===== src/rtl/ps2_pkg.sv =====
// rtl/ps2_pkg.sv - shared states, error codes and byte constants for the PS/2 host sequencer
package ps2_pkg;
    localparam logic [2:0] ST_IDLE      = 3'd0;
    localparam logic [2:0] ST_INHIBIT   = 3'd1;
    localparam logic [2:0] ST_SHIFT     = 3'd2;
    localparam logic [2:0] ST_ACK_WAIT  = 3'd3;
    localparam logic [2:0] ST_RESP_WAIT = 3'd4;

    localparam logic [1:0] ERR_NONE             = 2'd0;
    localparam logic [1:0] ERR_TIMEOUT          = 2'd1;
    localparam logic [1:0] ERR_NO_ACK           = 2'd2;
    localparam logic [1:0] ERR_RESEND_EXHAUSTED = 2'd3;

    localparam logic [7:0] PS2_ACK    = 8'hFA;
    localparam logic [7:0] PS2_RESEND = 8'hFE;

    function automatic logic odd_parity(input logic [7:0] b);
        return ~^b;
    endfunction
endpackage


===== src/rtl/ps2_line_sync.sv =====
// rtl/ps2_line_sync.sv - 2-FF synchronizers for PS2_CLK/PS2_DAT plus clock falling-edge pulse
module ps2_line_sync (
    input  logic clk,
    input  logic reset,
    input  logic clk_in,
    input  logic dat_in,
    output logic dat_s,
    output logic fall_pulse
);
    // clk_sr[2] is one cycle behind the synchronized level clk_sr[1]
    logic [2:0] clk_sr;
    logic [1:0] dat_sr;

    always_ff @(posedge clk) begin
        if (reset) begin
            clk_sr <= 3'b111;
            dat_sr <= 2'b11;
        end else begin
            clk_sr <= {clk_sr[1:0], clk_in};
            dat_sr <= {dat_sr[0], dat_in};
        end
    end

    assign dat_s      = dat_sr[1];
    assign fall_pulse = clk_sr[2] & ~clk_sr[1];
endmodule


===== src/rtl/ps2_host_cmd_seq.sv =====
// rtl/ps2_host_cmd_seq.sv - PS/2 host-to-device command sequencer with line ACK and resend handling
module ps2_host_cmd_seq
    import ps2_pkg::*;
#(
    parameter int INHIBIT_CYC = 5000,
    parameter int TIMEOUT_CYC = 1000000,
    parameter int MAX_RETRY   = 3
) (
    input  logic       CLOCK_50,
    input  logic       reset,
    input  logic       cmd_valid,
    output logic       cmd_ready,
    input  logic [7:0] cmd_byte,
    input  logic       cmd_has_arg,
    input  logic [7:0] cmd_arg,
    input  logic       ps2_clk_in,
    input  logic       ps2_dat_in,
    output logic       ps2_clk_oe,
    output logic       ps2_dat_oe,
    input  logic       rx_valid,
    input  logic [7:0] rx_data,
    output logic       rx_inhibit,
    output logic       done,
    output logic       err,
    output logic [1:0] err_code
);
    localparam int CNT_MAX = (INHIBIT_CYC > TIMEOUT_CYC) ? INHIBIT_CYC : TIMEOUT_CYC;
    localparam int CW      = $clog2(CNT_MAX + 1);
    localparam int RW      = $clog2(MAX_RETRY + 2);

    logic [2:0]    state;
    logic [CW-1:0] cnt;
    logic [3:0]    bit_idx;
    logic [7:0]    tx_byte;
    logic [7:0]    arg_byte;
    logic          arg_pending;
    logic          dat_drive;
    logic [RW-1:0] retry;
    logic          dat_s;
    logic          fall_pulse;
    logic          inhibit_last;
    logic          timeout;

    ps2_line_sync u_sync (
        .clk        (CLOCK_50),
        .reset      (reset),
        .clk_in     (ps2_clk_in),
        .dat_in     (ps2_dat_in),
        .dat_s      (dat_s),
        .fall_pulse (fall_pulse)
    );

    assign inhibit_last = (cnt == CW'(INHIBIT_CYC - 1));
    assign timeout      = (cnt == CW'(TIMEOUT_CYC - 1));

    // Line enables decode from state so any return to IDLE releases both lines on that edge.
    assign cmd_ready  = (state == ST_IDLE) && !reset;
    assign ps2_clk_oe = (state == ST_INHIBIT);
    assign ps2_dat_oe = ((state == ST_INHIBIT) && inhibit_last) || ((state == ST_SHIFT) && dat_drive);
    assign rx_inhibit = (state == ST_INHIBIT) || (state == ST_SHIFT) || (state == ST_ACK_WAIT);

    always_ff @(posedge CLOCK_50) begin
        if (reset) begin
            state       <= ST_IDLE;
            cnt         <= '0;
            bit_idx     <= '0;
            tx_byte     <= '0;
            arg_byte    <= '0;
            arg_pending <= 1'b0;
            dat_drive   <= 1'b0;
            retry       <= '0;
            done        <= 1'b0;
            err         <= 1'b0;
            err_code    <= ERR_NONE;
        end else begin
            done <= 1'b0;
            err  <= 1'b0;
            cnt  <= cnt + 1'b1;
            case (state)
                ST_IDLE: begin
                    cnt <= '0;
                    if (cmd_valid) begin
                        tx_byte     <= cmd_byte;
                        arg_byte    <= cmd_arg;
                        arg_pending <= cmd_has_arg;
                        retry       <= '0;
                        state       <= ST_INHIBIT;
                    end
                end
                ST_INHIBIT: begin
                    if (inhibit_last) begin
                        state     <= ST_SHIFT;
                        cnt       <= '0;
                        bit_idx   <= '0;
                        dat_drive <= 1'b1;
                    end
                end
                ST_SHIFT: begin
                    if (fall_pulse) begin
                        cnt     <= '0;
                        bit_idx <= bit_idx + 4'd1;
                        if (bit_idx < 4'd8) begin
                            dat_drive <= ~tx_byte[bit_idx[2:0]];
                        end else if (bit_idx == 4'd8) begin
                            dat_drive <= ~odd_parity(tx_byte);
                        end else begin
                            dat_drive <= 1'b0;
                            state     <= ST_ACK_WAIT;
                        end
                    end else if (timeout) begin
                        err      <= 1'b1;
                        err_code <= ERR_TIMEOUT;
                        state    <= ST_IDLE;
                    end
                end
                ST_ACK_WAIT: begin
                    if (fall_pulse) begin
                        if (!dat_s) begin
                            state <= ST_RESP_WAIT;
                            cnt   <= '0;
                        end else begin
                            err      <= 1'b1;
                            err_code <= ERR_NO_ACK;
                            state    <= ST_IDLE;
                        end
                    end else if (timeout) begin
                        err      <= 1'b1;
                        err_code <= ERR_TIMEOUT;
                        state    <= ST_IDLE;
                    end
                end
                ST_RESP_WAIT: begin
                    // Bytes other than ACK/RESEND are scan codes and are let through untouched.
                    if (rx_valid && rx_data == PS2_ACK) begin
                        if (arg_pending) begin
                            tx_byte     <= arg_byte;
                            arg_pending <= 1'b0;
                            retry       <= '0;
                            cnt         <= '0;
                            state       <= ST_INHIBIT;
                        end else begin
                            done  <= 1'b1;
                            state <= ST_IDLE;
                        end
                    end else if (rx_valid && rx_data == PS2_RESEND) begin
                        if (retry < RW'(MAX_RETRY)) begin
                            retry <= retry + 1'b1;
                            cnt   <= '0;
                            state <= ST_INHIBIT;
                        end else begin
                            err      <= 1'b1;
                            err_code <= ERR_RESEND_EXHAUSTED;
                            state    <= ST_IDLE;
                        end
                    end else if (timeout) begin
                        err      <= 1'b1;
                        err_code <= ERR_TIMEOUT;
                        state    <= ST_IDLE;
                    end
                end
                default: state <= ST_IDLE;
            endcase
        end
    end
endmodule


===== config.mk =====
export PLATFORM = sky130hd
export DESIGN_NAME = ps2_host_cmd_seq
export DESIGN_NICKNAME = d
export VERILOG_FILES = /design/src/rtl/ps2_pkg.sv /design/src/rtl/ps2_line_sync.sv /design/src/rtl/ps2_host_cmd_seq.sv
export SDC_FILE = /design/constraint.sdc
export NUM_CORES = 1
export LEC_CHECK = 0
export CORE_ASPECT_RATIO = 0.9
export CORE_MARGIN = 2
export CORE_UTILIZATION = 58
export DETAILED_ROUTE_END_ITERATION = 10
export PLACE_DENSITY = 0.88
export REMOVE_ABC_BUFFERS = 1
export SLEW_MARGIN = 20
export SYNTH_ARGS = -nofsm -noshare
export SYNTH_HDL_FRONTEND = slang
export SYNTH_SLANG_ARGS = --single-unit

===== constraint.sdc =====
create_clock -name CLOCK_50 -period 6.4 [get_ports CLOCK_50]
set_clock_uncertainty 0.05 [all_clocks]
set_input_delay 0.64 -clock CLOCK_50 [delete_from_list [all_inputs] [get_ports CLOCK_50]]
set_output_delay 0.64 -clock CLOCK_50 [all_outputs]
set_load 0.02 [all_outputs]

==> metrics.csv, run 1 <==
metric;value;unit
outcome;finished clean;
DR WL/cell;13.7;um
FF-to-FF path depth;5;
io pins;39;
Root Driver;clkbuf_8;
clock sink count;57;
Routed WL;6.02;mm
Mapped Area;2810;sq um
I/O Buffers;38;
most frequent cells in the layout;dfxtp_1 (57), nand2_1 (50), nor2_1 (41), clkdlybuf4s50_1 (38);
sequential cell area fraction in the yosys report;40.6;%
hold_buf cts;0;
Slew Limit Fails;0;
Worst Tran Pin Value;0.943;ns
layout cell share with drive strength beyond 1;9.33;%
via/cell ratio;5.63;
CTS Buf Count;9;
Max FO, Critical Path;6;
Die Footprint;5410;sq um
gr busiest metal;met2;
worst hold slack;0.355;ns
Detailed Routing Iterations Pass 1;4;
post-CTS sizing;0;
yosys warns;0;
Diodes inserted;0;
Final Wtd Congestion;0.886;
post-route ant nets;0;
Pwr per Cell Area;275;nW/um^2
peak supply drop;211;uV
final net count;406;
clk_lat worst skew;0.34;ns
Residual DRC;0;
final critical-path required period;3.46;ns
initial antenna violation count;0;
unrepaired setup endpoints after global routing;no;
P_leak;1.16;nW
gr usage total;24.2;%
routing usage on met3;7.88;%
commonest non-fill, non-tap cell in the layout;dfxtp_1;
Layout area overhead;20.9;%
syn avg cell area;8.33;sq um
top_reg_cell synth;dfxtp_1;
Crit Path Category;flop to primary output;
CTS tree;built;
final period utilization;54.0;%
FFs w/ async S/R, synth;0;%
total power;0.934;mW
register bit total from synthesis;57;
crit path capture type;primary output;
Startpoint Class;flop;
total of max-cap violations;0;
met2 usage;39.0;%
grt ovf;0;
Via Count;2478;
core area;4740;sq um
setup violators final;0;
headroom to the max-slew limit;36.6;%
vias in the first global route;2397;
largest net degree at the start of global routing;41;
EDFF count, synth;0;
total negative setup slack;0;ns
fin util;71.5;%
Starting Density;59.2;%
Max clock buf depth;2;
M1 GR Usage;30.7;%
Cells after Synth;337;
1st-iter DRT viols;170;
Final Hold Vio Count;0;
required time of the worst setup path;5.71;ns
H-Tree Depth;3;
clk slew on worst S/H paths;0.07;ns
Hold Path Stages;1;
die width;77.3;um
Rows;24;
Yosys cell types;55;
chip height;70.0;um
fmax;289;MHz
CP Data Arrival Time;2.77;ns
first-pass GRT wire length;10.4;mm
Post-CTS Setup Bufs;0;
Worst Hold Class;flop to flop;
detailed placer's ending HPWL;4.23;mm
## layer usage
metal | vias to the layer above | share of wire, % | routed length, um
li1 | 1238 | - | -
met1 | 1159 | 45 | 2690
met2 | 70 | 48 | 2920
met3 | 11 | 5.4 | 324
met4 | 0 | 1.6 | 95
met5 | - | 0 | 0
## layout make-up
class | count | area [sq um]
clock buffers | 12 | 155
clock inverters | 3 | 40.0
fillers | 392 | 1350
inverters | 10 | 37.5
multi-input cells | 254 | 1550
flip-flops and latches | 57 | 1140
well taps | 65 | 81.3
repair buffers | 39 | 388
## cells in the mapped netlist, drive strengths merged, types with 2 or more instances
library cell | count | area (sq um)
xnor2 | 17 | 149
nor3b | 2 | 15.0
a21o | 3 | 22.5
mux4 | 2 | 45.0
o22ai | 2 | 12.5
nand4 | 3 | 18.8
or2 | 9 | 56.3
nor2b | 2 | 12.5
inv | 10 | 37.5
nand2 | 50 | 188
a211oi | 2 | 15.0
a31oi | 2 | 12.5
and2 | 3 | 18.8
dfxtp | 57 | 1140
nand2b | 5 | 31.3
nor3 | 17 | 85.1
and3 | 2 | 12.5
a211o | 2 | 17.5
ha | 4 | 50.1
a21oi | 17 | 85.1
nor4 | 4 | 31.3
o21ai | 8 | 51.3
clkbuf | 11 | 41.3
nor2 | 41 | 154
nand3 | 10 | 50.1
xor2 | 10 | 87.6
buf | 5 | 37.5
a311oi | 8 | 82.6
nand4b | 2 | 17.5
or3 | 6 | 37.5
## final timing paths
check,startpoint,end,slack (ns)
setup reg to reg,state[2],tx_byte[2],3.82
hold / removal,u_sync.dat_sr[0],u_sync.dat_sr[1],0.36
setup / recovery,cnt[13],ps2_dat_oe,2.94
hold reg to reg,u_sync.dat_sr[0],u_sync.dat_sr[1],0.36
## cells by family after synthesis
group | Yosys count | synth area share (%)
buf+inv | 26 | 4.14
mux | 4 | 2.36
compound gates | 57 | 14.6
fa+ha+maj | 4 | 1.78
simple gates | 162 | 28.0
flops | 57 | 40.6
xor+xnor | 27 | 8.42
## state kept, by name, indices dropped and copies added (netlist names), 2 cells and up
| name | cells |
|---|---|
| err_code | 2 |
| tx_byte | 8 |
| u_sync.dat_sr | 2 |
| arg_byte | 8 |
| bit_idx | 4 |
| retry | 3 |
| state | 3 |
| cnt | 20 |
| u_sync.clk_sr | 3 |
## power breakdown
part	switching [mW]	internal, mW	total (mW)
clock	0.134	0.197	0.332
sequential	0.0261	0.380	0.406
combinational	0.104	0.0914	0.196
total	0.265	0.669	0.933
## stage by stage
step                instance area, sq um  std cells  worst slack [ns]
finish                              3390        440              2.94
global route                        3390        440              2.77
CTS                                 3390        440              2.93
detailed placement                  3200        425              3.31
global placement                    3200        425              3.36
floorplan                           2730        321              3.72
## worst max-delay path, stage by stage (launching register included)
cell and delay (ns):
dfxtp_1 0.34, or4_1 0.54, nand4bb_1 0.24, nor4_2 0.57, a21o_1 0.14, clkdlybuf4s50_1 0.59
No activity file was read; power rests on OpenSTA's default activity.
==> inputs of run 2 (changes only) <==
--- a/config.mk
+++ b/config.mk
@@ -7,9 +7,9 @@
 export LEC_CHECK = 0
 export CORE_ASPECT_RATIO = 0.9
 export CORE_MARGIN = 2
-export CORE_UTILIZATION = 58
+export CORE_UTILIZATION = 54
 export DETAILED_ROUTE_END_ITERATION = 10
-export PLACE_DENSITY = 0.88
+export PLACE_DENSITY = 0.83
 export REMOVE_ABC_BUFFERS = 1
 export SLEW_MARGIN = 20
 export SYNTH_ARGS = -nofsm -noshare
==> constraint.sdc (replaced) <==
create_clock -name CLOCK_50 -period 3.2 [get_ports CLOCK_50]
set_clock_uncertainty 0.05 [all_clocks]
set_input_delay 0.32 -clock CLOCK_50 [delete_from_list [all_inputs] [get_ports CLOCK_50]]
set_output_delay 0.32 -clock CLOCK_50 [all_outputs]
set_load 0.02 [all_outputs]
==> metrics.csv, run 2 (synthesis results as in run 1) <==
metric;value;unit;change
layout cell share with drive strength beyond 1;9.52;%;+0.19 points
total negative setup slack;0;ns;unchanged
worst hold slack;0.371;ns;+0.0157 ns
fin util;69.1;%;-2.4 points
final period utilization;91.0;%;
Post-CTS Setup Bufs;0;;unchanged
unrepaired setup endpoints after global routing;no;;
Largest Register;cnt;;
Root Driver;clkbuf_8;;
io pins;39;;unchanged
gr usage total;22.7;%;-1.5 points
Diodes inserted;0;;unchanged
clk_lat worst skew;0.34;ns;about the same
clock sink count;57;;unchanged
vias in the first global route;2344;;-2.2%
Startpoint Class;flop;;
outcome;finished clean;;
CP Data Arrival Time;2.54;ns;-0.23 ns
clk slew on worst S/H paths;0.06;ns;about the same
1st-iter DRT viols;120;;-29%
setup violators final;0;;unchanged
I/O Buffers;38;;unchanged
number of flip-flops under the largest register name;20;;unchanged
final net count;408;;+0.49%
Starting Density;57.0;%;-2.2 points
largest net degree at the start of global routing;40;;-2.4%
Final Hold Vio Count;0;;unchanged
grt ovf;0;;unchanged
Residual DRC;0;;unchanged
Routed WL;6.08;mm;+0.98%
Layout fillers;397;;+1.3%
detailed placer's ending HPWL;4.24;mm;+0.25%
Max FO, Critical Path;4;;-2
most frequent cells in the layout;dfxtp_1 (57), nand2_1 (50), nor2_1 (41), clkdlybuf4s50_1 (38);;
P_leak;1.17;nW;+0.48%
crit path capture type;primary output;;
die width;80.0;um;+3.4%
Crit Path Category;flop to primary output;;
Rows;24;;unchanged
CTS Buf Count;9;;unchanged
biggest regs;cnt x20, arg_byte x8, tx_byte x8;;
peak supply drop;339;uV;+61%
Layout area overhead;21.2;%;
CTS tree;built;;
headroom to the max-slew limit;40.8;%;+4.2 points
post-route ant nets;0;;unchanged
post-CTS sizing;0;;unchanged
initial antenna violation count;0;;unchanged
via/cell ratio;5.60;;-0.56%
core area;4920;sq um;+3.8%
Max clock buf depth;2;;unchanged
DR WL/cell;13.7;um;+0.30%
hold_buf cts;0;;unchanged
required time of the worst setup path;2.83;ns;-2.88 ns
fmax;343;MHz;
Detailed Routing Iterations Pass 1;4;;unchanged
Pwr per Cell Area;549;nW/um^2;+100%
Worst Hold Class;flop to flop;;
Slew Limit Fails;0;;unchanged
Final Wtd Congestion;0.850;;-4.0%
Worst Tran Pin Value;0.881;ns;-0.0626 ns
final critical-path required period;2.91;ns;
Via Count;2481;;+0.12%
first-pass GRT wire length;10.3;mm;-1.0%
total of max-cap violations;0;;unchanged
commonest non-fill, non-tap cell in the layout;dfxtp_1;;
H-Tree Depth;3;;unchanged
chip height;72.4;um;+3.4%
Die Footprint;5790;sq um;+7.0%
## run 2: final cells by class
type | instances | area, sq um | share of cell area, %
Clock buffer | 13 | 149 | 4.38
Clock inverter | 3 | 40.0 | 1.18
Inverter | 10 | 37.5 | 1.10
Multi-Input combinational cell | 254 | 1550 | 45.6
Sequential cell | 57 | 1140 | 33.5
Tap cell | 65 | 81.3 | 2.39
Timing Repair Buffer | 41 | 403 | 11.8
## run 2: worst paths after layout
kind | slack (ns) | from | cells past startpoint | end
setup / recovery | 0.29 | cnt[13] | 5 | ps2_dat_oe
hold / removal | 0.37 | u_sync.clk_sr[0] | 1 | u_sync.clk_sr[1]
setup reg to reg | 0.63 | state[2] | 5 | tx_byte[0]
hold reg to reg | 0.37 | u_sync.clk_sr[0] | 1 | u_sync.clk_sr[1]
## run 2: per-layer routing
layer | vias up | GRT usage, % | routed length, um
met3 | 10 | 8.71 | 331
met4 | 0 | 6.40 | 71
met1 | 1167 | 28.6 | 2880
met2 | 62 | 36.5 | 2800
li1 | 1242 | - | -
met5 | - | 0 | 0
## run 2: stage by stage
stage	instance area, sq um	power (mW)	setup WS (ns)	std cells
global placement	3210	1.21	0.651	427
detailed placement	3210	1.22	0.633	427
CTS	3400	1.88	0.259	443
finish	3400	1.87	0.287	443
floorplan	2730	1.08	0.836	321
global route	3400	1.96	0.136	443
## run 2: worst max-delay path: stages, from the launching register on
cell and delay (ns):
dfxtp_1 0.34, or4_1 0.54, nand4bb_1 0.24, nor4_2 0.37, a21o_1 0.12, clkdlybuf4s50_1 0.59
## run 2: power by group
group	switching, mW	internal (mW)	leakage [nW]	total (mW)
Combinational	0.213	0.189	0.608	0.402
Clock	0.277	0.379	0.0974	0.656
Sequential	0.0519	0.760	0.464	0.812
